### src/rtl/alu_issue_stage.sv
// ALU issue stage: decodes RV32I in ID and registers ALU operands,
// opcode and control flags into the ID/EX boundary.
module alu_issue_stage #(
  parameter logic [3:0] NOP_OP = 4'b0010
) (
  input  logic        clk,
  input  logic        rst,
  input  logic        id_valid,
  input  logic [31:0] id_inst,
  input  logic [31:0] id_pc,
  input  logic [31:0] id_rs1_data,
  input  logic [31:0] id_rs2_data,
  input  logic [31:0] id_imm,
  input  logic        stall,
  input  logic        flush,
  output logic        ex_valid,
  output logic [31:0] ex_A,
  output logic [31:0] ex_B,
  output logic [3:0]  ex_ALU_operation,
  output logic        ex_is_branch,
  output logic        ex_br_on_zero,
  output logic        ex_reg_write,
  output logic [4:0]  ex_rd,
  output logic        ex_illegal
);

  localparam logic [3:0] OP_AND  = 4'b0000;
  localparam logic [3:0] OP_OR   = 4'b0001;
  localparam logic [3:0] OP_ADD  = 4'b0010;
  localparam logic [3:0] OP_SUB  = 4'b0110;
  localparam logic [3:0] OP_SLT  = 4'b0111;
  localparam logic [3:0] OP_SLTU = 4'b1001;
  localparam logic [3:0] OP_XOR  = 4'b1100;
  localparam logic [3:0] OP_SRL  = 4'b1101;
  localparam logic [3:0] OP_SLL  = 4'b1110;
  localparam logic [3:0] OP_SRA  = 4'b1111;

  typedef struct packed {
    logic        valid;
    logic [31:0] a;
    logic [31:0] b;
    logic [3:0]  op;
    logic        is_branch;
    logic        on_zero;
    logic        reg_write;
    logic [4:0]  rd;
    logic        illegal;
  } ex_t;

  localparam ex_t BUBBLE = '{
    valid:     1'b0,
    a:         32'd0,
    b:         32'd0,
    op:        NOP_OP,
    is_branch: 1'b0,
    on_zero:   1'b0,
    reg_write: 1'b0,
    rd:        5'd0,
    illegal:   1'b0
  };

  ex_t ex_d, ex_q, dec;
  logic ill;

  logic [6:0] opc, f7;
  logic [2:0] f3;
  logic [4:0] rd;
  logic       is_shift;
  logic       unused_rs1_field;

  assign opc      = id_inst[6:0];
  assign rd       = id_inst[11:7];
  assign f3       = id_inst[14:12];
  assign f7       = id_inst[31:25];
  assign is_shift = (f3 == 3'b001) || (f3 == 3'b101);
  assign unused_rs1_field = ^id_inst[19:15];

  function automatic logic [3:0] f3_op(input logic [2:0] f);
    logic [3:0] r;
    r = OP_ADD;
    case (f)
      3'b000:  r = OP_ADD;
      3'b001:  r = OP_SLL;
      3'b010:  r = OP_SLT;
      3'b011:  r = OP_SLTU;
      3'b100:  r = OP_XOR;
      3'b101:  r = OP_SRL;
      3'b110:  r = OP_OR;
      default: r = OP_AND;
    endcase
    return r;
  endfunction

  logic is_op, is_opi, is_load, is_store;
  logic is_br, is_lui, is_auipc, is_jmp;

  assign is_op    = (opc == 7'b0110011);
  assign is_opi   = (opc == 7'b0010011);
  assign is_load  = (opc == 7'b0000011);
  assign is_store = (opc == 7'b0100011);
  assign is_br    = (opc == 7'b1100011);
  assign is_lui   = (opc == 7'b0110111);
  assign is_auipc = (opc == 7'b0010111);
  assign is_jmp   = (opc == 7'b1101111) ||
                    (opc == 7'b1100111);

  always_comb begin
    dec       = BUBBLE;
    dec.valid = 1'b1;
    dec.rd    = rd;
    ill       = 1'b0;
    unique case (1'b1)
      is_op: begin
        dec.a         = id_rs1_data;
        dec.b         = id_rs2_data;
        dec.op        = f3_op(f3);
        dec.reg_write = 1'b1;
        if (f7 == 7'b0100000) begin
          if (f3 == 3'b000)      dec.op = OP_SUB;
          else if (f3 == 3'b101) dec.op = OP_SRA;
          else                   ill    = 1'b1;
        end else if (f7 != 7'b0000000) begin
          ill = 1'b1;
        end
        if (is_shift) dec.b = {27'b0, id_rs2_data[4:0]};
      end
      is_opi: begin
        dec.a         = id_rs1_data;
        dec.b         = id_imm;
        dec.op        = f3_op(f3);
        dec.reg_write = 1'b1;
        if (is_shift) begin
          dec.b = {27'b0, id_inst[24:20]};
          if (f3 == 3'b101 && f7 == 7'b0100000)
            dec.op = OP_SRA;
          else if (f7 != 7'b0000000)
            ill = 1'b1;
        end
      end
      is_load, is_store: begin
        dec.a         = id_rs1_data;
        dec.b         = id_imm;
        dec.op        = OP_ADD;
        dec.reg_write = is_load;
      end
      is_br: begin
        dec.a         = id_rs1_data;
        dec.b         = id_rs2_data;
        dec.is_branch = 1'b1;
        case (f3)
          3'b000: begin dec.op = OP_SUB;  dec.on_zero = 1'b1; end
          3'b001: begin dec.op = OP_SUB;  dec.on_zero = 1'b0; end
          3'b100: begin dec.op = OP_SLT;  dec.on_zero = 1'b0; end
          3'b101: begin dec.op = OP_SLT;  dec.on_zero = 1'b1; end
          3'b110: begin dec.op = OP_SLTU; dec.on_zero = 1'b0; end
          3'b111: begin dec.op = OP_SLTU; dec.on_zero = 1'b1; end
          default: ill = 1'b1;
        endcase
      end
      is_lui: begin
        dec.b         = id_imm;
        dec.op        = OP_ADD;
        dec.reg_write = 1'b1;
      end
      is_auipc: begin
        dec.a         = id_pc;
        dec.b         = id_imm;
        dec.op        = OP_ADD;
        dec.reg_write = 1'b1;
      end
      is_jmp: begin
        dec.a         = id_pc;
        dec.b         = 32'd4;
        dec.op        = OP_ADD;
        dec.reg_write = 1'b1;
      end
      default: ill = 1'b1;
    endcase
    // Illegal encodings travel down as a tagged, side-effect-free slot
    if (ill) begin
      dec.a         = 32'd0;
      dec.b         = 32'd0;
      dec.op        = NOP_OP;
      dec.is_branch = 1'b0;
      dec.on_zero   = 1'b0;
      dec.reg_write = 1'b0;
      dec.illegal   = 1'b1;
    end
    if (rd == 5'd0) dec.reg_write = 1'b0;
  end

  always_comb begin
    ex_d = ex_q;
    if (flush)       ex_d = BUBBLE;
    else if (!stall) ex_d = id_valid ? dec : BUBBLE;
  end

  always_ff @(posedge clk) begin
    if (rst) ex_q <= BUBBLE;
    else     ex_q <= ex_d;
  end

  assign ex_valid         = ex_q.valid;
  assign ex_A             = ex_q.a;
  assign ex_B             = ex_q.b;
  assign ex_ALU_operation = ex_q.op;
  assign ex_is_branch     = ex_q.is_branch;
  assign ex_br_on_zero    = ex_q.on_zero;
  assign ex_reg_write     = ex_q.reg_write;
  assign ex_rd            = ex_q.rd;
  assign ex_illegal       = ex_q.illegal;

endmodule
### config.mk
export PLATFORM = sky130hd
export DESIGN_NAME = alu_issue_stage
export DESIGN_NICKNAME = d
export VERILOG_FILES = /design/src/rtl/alu_issue_stage.sv
export SDC_FILE = /design/constraint.sdc
export NUM_CORES = 1
export LEC_CHECK = 0
export BUFFER_PORTS_ARGS = -buffer_cell sky130_fd_sc_hd__buf_4
export CAP_MARGIN = 20
export CORE_MARGIN = 2
export CORE_UTILIZATION = 37
export DETAILED_ROUTE_END_ITERATION = 10
export GPL_TIMING_DRIVEN = 0
export HOLD_SLACK_MARGIN = 0.1
export PLACE_DENSITY = 0.78
export SLEW_MARGIN = 20
export SYNTH_ARGS = -nofsm -noshare
export SYNTH_HDL_FRONTEND = slang
export SYNTH_SLANG_ARGS = --single-unit
### constraint.sdc
create_clock -name clk -period 1.74 [get_ports clk]
set_clock_uncertainty 0.1 [all_clocks]
set_input_delay 0.261 -clock clk [delete_from_list [all_inputs] [get_ports clk]]
set_output_delay 0.261 -clock clk [all_outputs]
set_load 0.05 [all_outputs]
Word-level counts from Yosys, hierarchy flattened
Cells that the tools add are included.

word-level totals
  register bits after elaboration = 78
  logic and storage cells = 69
  output and inout bits = 78

cells by class
  equal/unequal tests = 17
  reduce and logical (&&, ||, !) cells = 18
  multiplexer cells = 25

operators with widths
  kind                                            number
  case mux 36 bit (5 select lines)                1
  two-way mux 78 bit                              1
  two-way mux 71 bit                              1
  case mux 32 bit (2 select lines)                1
  two-way mux 36 bit                              1
  two-way mux 32 bit                              1
  == test 7 x 6 -> 1 bit (second input constant)  4
  case mux 4 bit (7 select lines)                 1
  == test 7 bit (second input constant)           3
  two-way mux 4 bit                               4
  OR reduction 5 bit                              3
  == test 7 x 5 -> 1 bit (second input constant)  2
  == test 3 bit (second input constant)           4
  case mux 4 bit (3 select lines)                 1
  OR reduction 2 bit                              6
  two-way mux 1 bit                               10
  == test 7 x 2 -> 1 bit (second input constant)  1
  nonzero test 7 bit                              1
  == test 3 x 2 -> 1 bit (second input constant)  2
  OR reduction 6 bit                              1
  zero test 5 bit                                 1
  case mux 1 bit (4 select lines)                 1
  OR reduction 4 bit                              1
  == test 3 x 1 -> 1 bit (second input constant)  1
  other kinds (6)                                 7

Depth between registers and ports, before layout
  depth in word-level cells = 9
  gate-level depth with buffers = 8
  gate-level depth less buffers = 5

Least setup slack after synthesis
Ideal clock, no wire load.

  kind = input-to-reg
  start = input id_inst[26]
  end = register ex_q, in the netlist ex_ALU_operation[1]
  stages on the path = 6
  path buffers = 1
  setup slack = -178 ps
  data required time = 1,518 ps
  arrival time = 1,696 ps
  path through = nor4_1 > o311ai_0 > a31oi_2 > nand3_2 > buf_2 > o32a_1

between the ends
  word-level cells in the longest chain between the ends = 7
  elaborated cells on any way between the ends = 14
  those cells by class = eq/ne: 1; mux: 11; reduce/logical: 2

ends and longest elaborated chain
  what                                                                                 RTL line       RTL
  start, declared                                                                      9              input logic [31:0] id_inst,
  == test 7 x 6 -> 1 bit or nonzero test 7 bit (tied branches)                         n/a
  logical AND 1 bit or two-way mux 1 bit (tied branches)                               134, 122, 136
  two-way mux 4 bit or two-way mux 1 bit (tied branches)                               134            if (f3 == 3'b101 && f7 == 7'b0100000)
  two-way mux 36 bit or two-way mux 1 bit (tied branches)                              132            if (is_shift) begin
  case mux 36 bit (5 select lines) or case mux 1 bit (4 select lines) (tied branches)  112            unique case (1'b1)
  two-way mux 71 bit *                                                                 180            if (ill) begin
  two-way mux 78 bit *                                                                 195            else if (!stall) ex_d = id_valid ? dec : BUBBLE;
  end signal, assigned                                                                 199            if (rst) ex_q <= BUBBLE;
  end signal, assigned                                                                 200            else ex_q <= ex_d;
  end, declared                                                                        62             ex_t ex_d, ex_q, dec;

Every way passes the cells marked *; elsewhere a longest branch is shown, timed or not.
A chain may end at the register's enable or synchronous reset.

Worst setup path after layout
  start = input id_inst[0]
  end = register ex_q, in the netlist ex_reg_write

between the ends
  word-level cells in the longest chain between the ends = 7
  elaborated cells on any way between the ends = 18
  those cells by class = eq/ne: 9; mux: 5; reduce/logical: 4

ends and longest elaborated chain
  what                                                                                RTL line  RTL
  == test 7 bit (on tied branches)                                                    104, 105
  logical OR 1 bit                                                                    104       assign is_jmp = (opc == 7'b1101111) ||
  OR reduction 5 bit (no source line)                                                 n/a
  case mux 1 bit (4 select lines) or case mux 1 bit (2 select lines) (tied branches)  112
  two-way mux 71 bit *                                                                180
  two-way mux 1 bit *                                                                 189       if (rd == 5'd0) dec.reg_write = 1'b0;
  two-way mux 78 bit *                                                                195

Marked as above.

==> flow_summary.ini <==
[sta]
slew_headroom_pct = 48.3
setup_viol_count_final = 0
drv_slew = 0
hold_violations = 0
min_period_over_period_pct = 98.6
worst_slack_ns = 0.0250
timing.fmax_mhz = 583
min_period_ns = 1.72
tightest_slew_ns = 0.768
rsz0062_at_grt = yes

[finish]
drive_gt1_share_pct = 44.7
fillerInstances = 664
design_area_um2 = 6200
diodes = 0
final_nets = 863
syn_to_final_growth_pct = 82.2

[route]
drc = 0
vias_per_cell = 5.30
via_count = 4300
wl_mm = 13.3
postRouteAntennaNets = 0
drt_iter0_markers = 157
dr.pass1.iters = 5
wl_per_cell_um = 16.4

[synth]
avgSynthCellArea_um2 = 8.47
ys_async_sr_fraction_pct = 0
synth_top_area_share_pct = 45.9
synth_area_leaders = dfxtp_1 (46%), a22oi_1 (15%), nand2_1 (8.7%)
synthTopCellsByCount = nand2_1 (79), dfxtp_1 (78), a22oi_1 (68)
ys_warn_count = 0
synth_cells = 402
syn-num-nets = 567
synth_edf_count = 0
yosysSeqAreaShare_pct = 45.9
yosysMostFrequentCell = nand2_1
yosysTopAreaCell = dfxtp_1
yosysUniqueCellTypes = 45
synth_seq_cells = 78
synth_area_um2 = 3400
synth_ff_type = dfxtp_1

[setup_path]
cp_top_family = buffers and inverters
end_kind = flop
critPathSlowestCell = o41ai_2
critical_path_peak_fanout = 6
crit_path_frequent_cell = buf_6
slowest_delay_ns = 0.27
critPathLaunchType = input pin
crit_chain = buf_6 > nor4bb_4 > buf_4 > and2_4 > buf_6 > a31oi_4 > nand3_4 > buf_8 > buf_6 > o41ai_2
worstSetupPathType = in -> reg
crit_required_ns = 1.87
cp_num_buf_inv = 5
crit_arrival_ns = 1.85

[placement]
numPortBuffers = 235
routabilityCongestion = 0.892
place_area_um2 = 5330
dpl_worst_slack_ns = -0.601
dp_hpwl_mm = 9.70

[hold_path]
hold_path_class = in -> reg

[grt]
grt_pass1_wl_mm = 20.3
overflow = 0
grt_pass1_vias = 4144
antenna_found_initial = 0
track_usage_pct = 25.4
grt_max_degree = 14

[floorplan]
die-width_um = 99.9
initial_core_util_pct = 38.6
dieArea_um2 = 9980
rows = 34
ioPinCount = 243
die_h_um = 99.9
core_um2 = 8810

[cts]
cts_tree = done
cts_sinks = 78
clk-insertion-delay-late_ns = 0.33
cts_inserted_buffers = 9
cts_root_buffer = clkbuf_8
cts.reportedPaths.clkPinSlew_ns = 0.08
htree_levels = 3
cts.path.max_buffers = 2

[power]
power_density_nw_per_um2 = 621
p_leak_uw = 0.00261
peakVddDrop_uv = 364

[status]
status = complete, no violations

[run]
drv_cap = 0
## layer usage
| layer | vias up | global-route usage (%) | part of all wire (%) |
|---|---|---|---|
| li1 | 2077 | - | - |
| met5 | - | 0 | 0 |
| met3 | 13 | 6.75 | 7.6 |
| met2 | 194 | 46.9 | 52 |
| met1 | 2016 | 29.3 | 39 |
| met4 | 0 | 5.90 | 1.3 |
## flip-flops by register name, summed over array words and instances (netlist names), 4 cells and up
name              count
ex_B                 32
ex_A                 32
ex_ALU_operation      4
ex_rd                 5
## worst register-to-register path, cell delays in order (launching register included)
cell,delay (ns)
dfxtp_1,0.36
a21boi_0,0.10
a311oi_1,0.24
## cells in the final DEF (no fill, tap or decap), drive strengths merged, types with 3 or more instances in the layout
master       Yosys  layout
buf              8     258
nand2           79      79
dfxtp           78      78
o21ai           70      70
a22oi           68      68
dlygate4sd3      0      37
clkbuf          25      34
nor2            13      13
nand2b           6       6
a21oi            5       5
a222oi           4       4
nor2b            3       3
nand3b           3       3
nand4            3       3
and2             3       3
inv              2       3
nand3            3       3
nor4             3       3
## where the power goes
group	switching, µW	internal (µW)	total, µW
clock	661	813	1470
sequential	2.55	1790	1790
combinational	230	356	586
total	893	2960	3850
## timing repair
item                       4_1_cts  5_1_grt
buffers inserted                11        4
hold buffers                    35        2
pin swaps                        3        8
gates resized for setup         26       46
hold endpoints to repair        27        2
setup endpoints to repair       68       64
## final cells by class
class	instances	area (µm²)	area share [%]
tap	108	135	2.18
buffer	31	178	2.87
sequential	78	1560	25.2
clock inverter	5	81.3	1.31
clock buffer	11	131	2.12
inverter	2	7.51	0.121
timing repair buffer	287	2270	36.7
multi-input combinational	289	1830	29.6
## path summary, 6_finish.rpt
kind / from / endpoint / slack [ns] / depth (start not counted)
worst max-delay path: id_inst[0] / ex_reg_write / 0.02 / 10
worst min-delay path: id_imm[3] / ex_B[3] / 0.1 / 3
worst max register to register: ex_B[2] / ex_B[2] / 0.86 / 2
worst min register to register: ex_B[24] / ex_B[24] / 0.35 / 2
## kinds of logic (layout without fill, tap and decap cells)
| group | count (synthesis) | after routing | share of synthesized area [%] |
|---|---|---|---|
| AO/OA/AOI/OAI | 163 | 163 | 32.1 |
| XOR/XNOR | 2 | 2 | 0.515 |
| buffers and inverters | 35 | 336 | 4.37 |
| flip-flops | 78 | 78 | 45.9 |
| multiplexers | 1 | 1 | 0.294 |
| AND/OR/NAND/NOR | 123 | 123 | 16.8 |
## per-stage QoR
step	hold WS (ns)	util (%)	std cells	power [µW]	setup TNS (ns)
after floorplan	0.305	-	402	1970	-0.185
final	0.0957	70.4	811	3850	0
after global placement	0.337	60.5	745	2290	-33.06
after CTS	0.101	68.8	806	3850	0
after global routing	0.102	70.4	811	4000	-0.0787
after detailed placement	0.342	60.5	745	2310	-36.63
(Power assumes the default switching activity.)
